[src/rtl/dtw_result_arbiter_if.sv]
// Purpose: bundles the core request/result lines and the output-FIFO write port of the DTW result arbiter.
// Latency: none (wires only).
// Backpressure: dtw_fifo_full from the FIFO stalls the arbiter; cores hold core_req until core_ack pulses.
interface dtw_result_arbiter_if #(
    parameter int NUM_CORES = 4
);
    logic [NUM_CORES-1:0]    core_req;
    logic [32*NUM_CORES-1:0] core_score;
    logic [32*NUM_CORES-1:0] core_pos;
    logic [NUM_CORES-1:0]    core_ack;
    logic                    dtw_fifo_wren;
    logic [31:0]             dtw_fifo_din;
    logic                    dtw_fifo_full;

    // Arbiter side.
    modport master (
        input  core_req,
        input  core_score,
        input  core_pos,
        input  dtw_fifo_full,
        output core_ack,
        output dtw_fifo_wren,
        output dtw_fifo_din
    );

    // Cores + FIFO side.
    modport slave (
        output core_req,
        output core_score,
        output core_pos,
        output dtw_fifo_full,
        input  core_ack,
        input  dtw_fifo_wren,
        input  dtw_fifo_din
    );
endinterface

[src/rtl/dtw_result_arbiter.sv]
// Purpose: round-robin share of the DTW output FIFO; each granted core result becomes a 3-word packet (header, score, pos).
// Latency: one grant cycle then three write cycles; back-to-back packets are separated by one IDLE cycle.
// Backpressure: dtw_fifo_full blocks the write and freezes state/data; no new grant while busy or while enable is low.
module dtw_result_arbiter #(
    parameter int          NUM_CORES     = 4,
    parameter int          BATCH_RESULTS = 8,
    parameter logic [7:0]  MAGIC         = 8'hD7
) (
    input  logic                   AXIS_ACLK,
    input  logic                   AXIS_ARESET,
    input  logic                   enable,
    dtw_result_arbiter_if.master   bus,
    output logic                   busy,
    output logic                   batch_done,
    output logic [15:0]            seq_num
);

    localparam int CW = $clog2(NUM_CORES);

    typedef enum logic [1:0] {
        IDLE  = 2'd0,
        HDR   = 2'd1,
        SCORE = 2'd2,
        POS   = 2'd3
    } state_t;

    state_t               state_q, state_d;
    // last_grant also serves as the captured core id: it only changes on a grant.
    logic [CW-1:0]        last_grant_q, last_grant_d;
    logic [31:0]          score_q, score_d;
    logic [31:0]          pos_q, pos_d;
    logic [15:0]          seq_q, seq_d;
    logic [15:0]          batch_cnt_q, batch_cnt_d;
    logic [NUM_CORES-1:0] ack_q, ack_d;
    logic                 batch_done_q, batch_done_d;

    logic                 found;
    logic [CW-1:0]        win;
    logic [CW:0]          cand;
    logic                 wren;
    logic [31:0]          score_arr [NUM_CORES];
    logic [31:0]          pos_arr   [NUM_CORES];

    // Split the flat per-core result buses into per-core words.
    always_comb begin
        for (int i = 0; i < NUM_CORES; i++) begin
            score_arr[i] = bus.core_score[32*i +: 32];
            pos_arr[i]   = bus.core_pos[32*i +: 32];
        end
    end

    // Round-robin search: first requester upward from last_grant+1, wrapping.
    always_comb begin
        found = 1'b0;
        win   = '0;
        cand  = '0;
        for (int k = 1; k <= NUM_CORES; k++) begin
            cand = {1'b0, last_grant_q} + (CW+1)'(k);
            if (cand >= (CW+1)'(NUM_CORES)) begin
                cand = cand - (CW+1)'(NUM_CORES);
            end
            if (!found && bus.core_req[cand[CW-1:0]]) begin
                found = 1'b1;
                win   = cand[CW-1:0];
            end
        end
    end

    // Packet FSM: grant/capture in IDLE, advance one word per accepted FIFO write.
    always_comb begin
        state_d      = state_q;
        last_grant_d = last_grant_q;
        score_d      = score_q;
        pos_d        = pos_q;
        seq_d        = seq_q;
        batch_cnt_d  = batch_cnt_q;
        ack_d        = '0;
        batch_done_d = 1'b0;
        wren         = (state_q != IDLE) && !bus.dtw_fifo_full;

        case (state_q)
            IDLE: begin
                if (enable && found) begin
                    state_d      = HDR;
                    last_grant_d = win;
                    score_d      = score_arr[win];
                    pos_d        = pos_arr[win];
                    ack_d[win]   = 1'b1;
                end
            end
            HDR: begin
                if (wren) state_d = SCORE;
            end
            SCORE: begin
                if (wren) state_d = POS;
            end
            POS: begin
                if (wren) begin
                    state_d = IDLE;
                    seq_d   = seq_q + 16'd1;
                    if (batch_cnt_q == 16'(BATCH_RESULTS - 1)) begin
                        batch_cnt_d  = '0;
                        batch_done_d = 1'b1;
                    end else begin
                        batch_cnt_d  = batch_cnt_q + 16'd1;
                    end
                end
            end
            default: state_d = IDLE;
        endcase
    end

    // Output word mux; depends only on registered state so it holds while the FIFO is full.
    always_comb begin
        bus.dtw_fifo_din = '0;
        case (state_q)
            HDR:     bus.dtw_fifo_din = {MAGIC, 4'b0000, 4'(last_grant_q), seq_q};
            SCORE:   bus.dtw_fifo_din = score_q;
            POS:     bus.dtw_fifo_din = pos_q;
            default: bus.dtw_fifo_din = '0;
        endcase
    end

    // State and capture registers; reset abandons any partial packet.
    always_ff @(posedge AXIS_ACLK) begin
        if (AXIS_ARESET) begin
            state_q      <= IDLE;
            last_grant_q <= CW'(NUM_CORES - 1);
            score_q      <= '0;
            pos_q        <= '0;
            seq_q        <= '0;
            batch_cnt_q  <= '0;
            ack_q        <= '0;
            batch_done_q <= 1'b0;
        end else begin
            state_q      <= state_d;
            last_grant_q <= last_grant_d;
            score_q      <= score_d;
            pos_q        <= pos_d;
            seq_q        <= seq_d;
            batch_cnt_q  <= batch_cnt_d;
            ack_q        <= ack_d;
            batch_done_q <= batch_done_d;
        end
    end

    assign bus.dtw_fifo_wren = wren;
    assign bus.core_ack      = ack_q;
    assign busy              = (state_q != IDLE);
    assign batch_done        = batch_done_q;
    assign seq_num           = seq_q;

endmodule
[src/flat_wrapper.sv]
// flat-port wrapper written by rule: the top's interface ports become plain ports
module dtw_result_arbiter_flat 
#(
    parameter int          NUM_CORES     = 4,
    parameter int          BATCH_RESULTS = 8,
    parameter logic [7:0]  MAGIC         = 8'hD7
)
  (AXIS_ACLK, AXIS_ARESET, enable, busy, batch_done, seq_num, bus_core_req, bus_core_score, bus_core_pos, bus_dtw_fifo_full, bus_core_ack, bus_dtw_fifo_wren, bus_dtw_fifo_din);
  dtw_result_arbiter_if #(.NUM_CORES(NUM_CORES)) bus_i ();
  input  logic AXIS_ACLK;
  input  logic AXIS_ARESET;
  input  logic enable;
  output logic busy;
  output logic batch_done;
  output logic [15:0] seq_num;
  input wire logic [$bits(bus_i.core_req)-1:0] bus_core_req;
  input wire logic [$bits(bus_i.core_score)-1:0] bus_core_score;
  input wire logic [$bits(bus_i.core_pos)-1:0] bus_core_pos;
  input wire logic [$bits(bus_i.dtw_fifo_full)-1:0] bus_dtw_fifo_full;
  output wire logic [$bits(bus_i.core_ack)-1:0] bus_core_ack;
  output wire logic [$bits(bus_i.dtw_fifo_wren)-1:0] bus_dtw_fifo_wren;
  output wire logic [$bits(bus_i.dtw_fifo_din)-1:0] bus_dtw_fifo_din;
  assign bus_i.core_req = bus_core_req;
  assign bus_i.core_score = bus_core_score;
  assign bus_i.core_pos = bus_core_pos;
  assign bus_i.dtw_fifo_full = bus_dtw_fifo_full;
  assign bus_core_ack = bus_i.core_ack;
  assign bus_dtw_fifo_wren = bus_i.dtw_fifo_wren;
  assign bus_dtw_fifo_din = bus_i.dtw_fifo_din;
  dtw_result_arbiter #(.NUM_CORES(NUM_CORES), .BATCH_RESULTS(BATCH_RESULTS), .MAGIC(MAGIC)) u_core (.AXIS_ACLK(AXIS_ACLK), .AXIS_ARESET(AXIS_ARESET), .enable(enable), .bus(bus_i), .busy(busy), .batch_done(batch_done), .seq_num(seq_num));
endmodule
[config.mk]
export PLATFORM = sky130hd
export DESIGN_NAME = dtw_result_arbiter_flat
export DESIGN_NICKNAME = d
export VERILOG_FILES = /design/src/rtl/dtw_result_arbiter_if.sv /design/src/rtl/dtw_result_arbiter.sv /design/src/flat_wrapper.sv
export SDC_FILE = /design/constraint.sdc
export NUM_CORES = 1
export LEC_CHECK = 0
export CORE_MARGIN = 5
export CORE_UTILIZATION = 30
export DETAILED_ROUTE_END_ITERATION = 6
export GPL_TIMING_DRIVEN = 0
export HOLD_SLACK_MARGIN = 0.12
export SYNTH_ARGS = -nofsm -noshare
export SYNTH_HDL_FRONTEND = slang
export SYNTH_SLANG_ARGS = --single-unit
[constraint.sdc]
create_clock -name AXIS_ACLK -period 6.92 [get_ports AXIS_ACLK]
set_input_delay 1.038 -clock AXIS_ACLK [delete_from_list [all_inputs] [get_ports AXIS_ACLK]]
set_output_delay 1.038 -clock AXIS_ACLK [all_outputs]
set_load 0.05 [all_outputs]
==> impl_metrics.json <==
{
  "outcome": "finished, final reports clean",
  "cp-start-kind": "register",
  "synthArstFlopShare_pct": 0,
  "h-tree-depth": 3,
  "reg2reg_depth": 9,
  "coreArea_mm2": 0.0202,
  "dieHeight_um": 153,
  "clkSinkCount": 105,
  "rsz0062_at_grt": "false",
  "max_freq_mhz": 231,
  "register_area_mm2": 0.00210,
  "place_congestion": 0.873,
  "start_util_pct": 30.3,
  "pwr-share-seq_pct": 29.5,
  "post_drt_via_cell_ratio": 5.59,
  "yosysWarnings": 0,
  "grt_max_degree": 16,
  "grt_overflow": 0,
  "powerDensity_mw_per_mm2": 283,
  "antenna_found_initial": 2,
  "cts_tree": "built",
  "cts_inserted_buffers": 9,
  "finalSetupViolCount": 0,
  "post-route-drc-count": 0,
  "p_int_mw": 1.56,
  "min_period_over_period_pct": 62.6,
  "routed_wl_um": 31700,
  "dpl.hpwl_um": 26100,
  "clock_latency_ns": 0.36,
  "relSlewSlack_pct": 33.6,
  "hp-class": "reg2reg",
  "switchingPower_mw": 1.25,
  "drv_cap": 0,
  "track_usage_pct": 26.0,
  "ys_types": 50,
  "tightest_slew_ns": 0.989,
  "io_pins": 319,
  "nets": 1361,
  "wl_per_cell_um": 23.2,
  "avgSynthCellArea_um2": 8.00,
  "arrival_ns": 3.29,
  "synth_flop_cell": "dfxtp_1",
  "finalHoldViolCount": 0,
  "multi_input_area_mm2": 0.00354,
  "grt_pass1_wl_um": 46600,
  "postCtsSetupBuffers": 0,
  "dr.pass1.iters": 5,
  "synth_edf_count": 0,
  "numPortBuffers": 316,
  "ir_drop_mv": 0.116,
  "cts_resized": 0,
  "area_growth_pct": 62.3,
  "synth_cells": 764,
  "drtIter0Drc": 649,
  "cts_root_buf": "clkbuf_16",
  "leakagePower_nw": 3.28,
  "skew_ns": 0.00941,
  "ant_nets": 0,
  "vias": 7642,
  "synth_fp_nets": 1034,
  "grt_pass1_vias": 7529,
  "power_frac_comb_pct": 51.3,
  "drive_gt1_share_pct": 4.57,
  "finalCriticalPeriod_ns": 4.33,
  "cp-startpoint": "u_core.state_q[1]",
  "reg2reg_setup_slack_ns": 4.01,
  "synth_area_mm2": 0.00611,
  "die-area_mm2": 0.0233,
  "final.setup.tns_ns": 0,
  "r2r_start": "u_core.state_q[1]",
  "final.setup.worst_slack_ns": 2.59,
  "clk_path_buf_depth": 2,
  "maxSlewViolCount": 0,
  "pre_cts_ws_ns": 2.94,
  "clkTransAtPathRegs_ns": 0.07,
  "r2r-end": "u_core.batch_cnt_q[6]",
  "critical_path_class": "reg2out",
  "fillers": 2087,
  "die_x_um": 153,
  "p_clk_share_pct": 19.2,
  "ys_ff_latch": 105,
  "hold_buffers": 0,
  "crit_end": "bus_dtw_fifo_din[17]",
  "p_sw_share_pct": 44.4,
  "required_ns": 5.88,
  "ys_seq_area_share_pct": 34.4,
  "core.rowCount": 52,
  "worst_setup_path_end_kind": "primary output",
  "worstPathMaxFanout": 10
}
==> layout by cell type, fill, tap and decap left out, drive strengths merged, types with 12 or more instances in the layout <==
master	n
a21oi	12
buf	30
xor2	18
clkdlybuf4s50	316
dfxtp	105
a222oi	18
a22oi	15
a311oi	64
nand3	133
nand2	22
nor2	132
clkbuf	68
a221oi	61
==> cells in the mapped netlist (4+ instances only) <==
cell type    n  area [um^2]
and4_1       4         35.0
xor2_1      18          158
nand3_1    133          666
a22oi_1     15          113
nand4_1      8         50.1
a221oi_1    61          534
nor2_1     132          495
buf_6       10          113
a21oi_1     12         60.1
o21ai_0      4         20.0
nor3_1      10         50.1
buf_2       16         80.1
a311oi_1    64          561
nand2_1     22         82.6
ha_1         6         75.1
inv_1       11         41.3
xnor2_1      9         78.8
clkbuf_1    56          210
nand3b_1     7         52.6
dfxtp_1    105         2100
a222oi_1    18          180
==> layout make-up <==
cell class / count / area share, %
diodes: 2 / 0.0504
repair buffers: 316 / 31.9
well taps: 270 / 3.40
flip-flops and latches: 105 / 21.2
plain buffers: 86 / 4.29
inverters: 11 / 0.416
clock buffers: 12 / 2.69
multi-input cells: 562 / 35.7
clock inverters: 2 / 0.378
==> critical path, stage by stage, from the launching register on <==
cell and delay, ns:
dfxtp_1 0.33, clkbuf_1 0.21, inv_1 0.13, ha_1 0.15, clkbuf_1 0.41, clkbuf_1 0.44, a222oi_1 0.20, nor2_1 0.18
clkdlybuf4s50_1 0.87
==> metal layers <==
metal  vias up  GRT usage, %  wire length, um
met3        36          6.53             2530
met2       333          46.5            16100
met4         0          6.19              668
met1      3672          31.2            12400
met5         -             0                0
li1       3601             -                -
==> worst min path at each step <==
stage / start / to / slack [ns] / cells after the start
2_1_floorplan: u_core.batch_cnt_q[1] / u_core.batch_cnt_q[1] / 0.45 / 2
3_3_place_gp: u_core.batch_cnt_q[1] / u_core.batch_cnt_q[1] / 0.46 / 2
3_5_place_dp: u_core.batch_cnt_q[1] / u_core.batch_cnt_q[1] / 0.47 / 2
4_1_cts: u_core.batch_cnt_q[1] / u_core.batch_cnt_q[1] / 0.48 / 2
5_1_grt: u_core.batch_cnt_q[1] / u_core.batch_cnt_q[1] / 0.51 / 2
6_report: u_core.batch_cnt_q[1] / u_core.batch_cnt_q[1] / 0.48 / 2
==> kinds of logic (layout without fill, tap and decap cells) <==
kind of cell | count (synthesis) | after routing | synth area share [%]
XOR/XNOR | 27 | 27 | 3.87
buffers and inverters | 97 | 427 | 7.64
flip-flops | 105 | 105 | 34.4
multiplexers | 3 | 3 | 0.532
adder cells (fa/ha/maj) | 6 | 6 | 1.23
other | 0 | 2 | 0
AND/OR/NAND/NOR | 338 | 338 | 26.0
AO/OA/AOI/OAI | 188 | 188 | 26.4
==> registers in the layout (all words and copies together) (netlist names) <==
signal,count
u_core.score_q,32
u_core.seq_num,16
u_core.last_grant_q,2
u_core.batch_done,1
u_core.pos_q,32
u_core.batch_cnt_q,16
u_core.bus.core_ack,4
u_core.state_q,2
==> stage by stage <==
stage	power (mW)	cells	util [%]	hold slack, ns	instance area (um^2)
5_1_grt	2.95	1366	49.2	0.510	9920
4_1_cts	2.81	1364	49.2	0.484	9920
6_report	2.81	1366	49.2	0.484	9920
2_1_floorplan	1.66	764	-	0.453	6110
3_3_place_gp	2.26	1350	47.7	0.461	9610
3_5_place_dp	2.27	1350	47.7	0.475	9610
==> power groups by stage <==
stage          combinational, mW  clock, mW  sequential [mW]
4_1_cts                     1.43      0.549            0.823
2_1_floorplan              0.868          0            0.795
3_5_place_dp                1.43          0            0.836
3_3_place_gp                1.42          0            0.834
5_1_grt                     1.54      0.576            0.836
6_report                    1.44      0.540            0.828
Power figures use the tool's default switching activity.
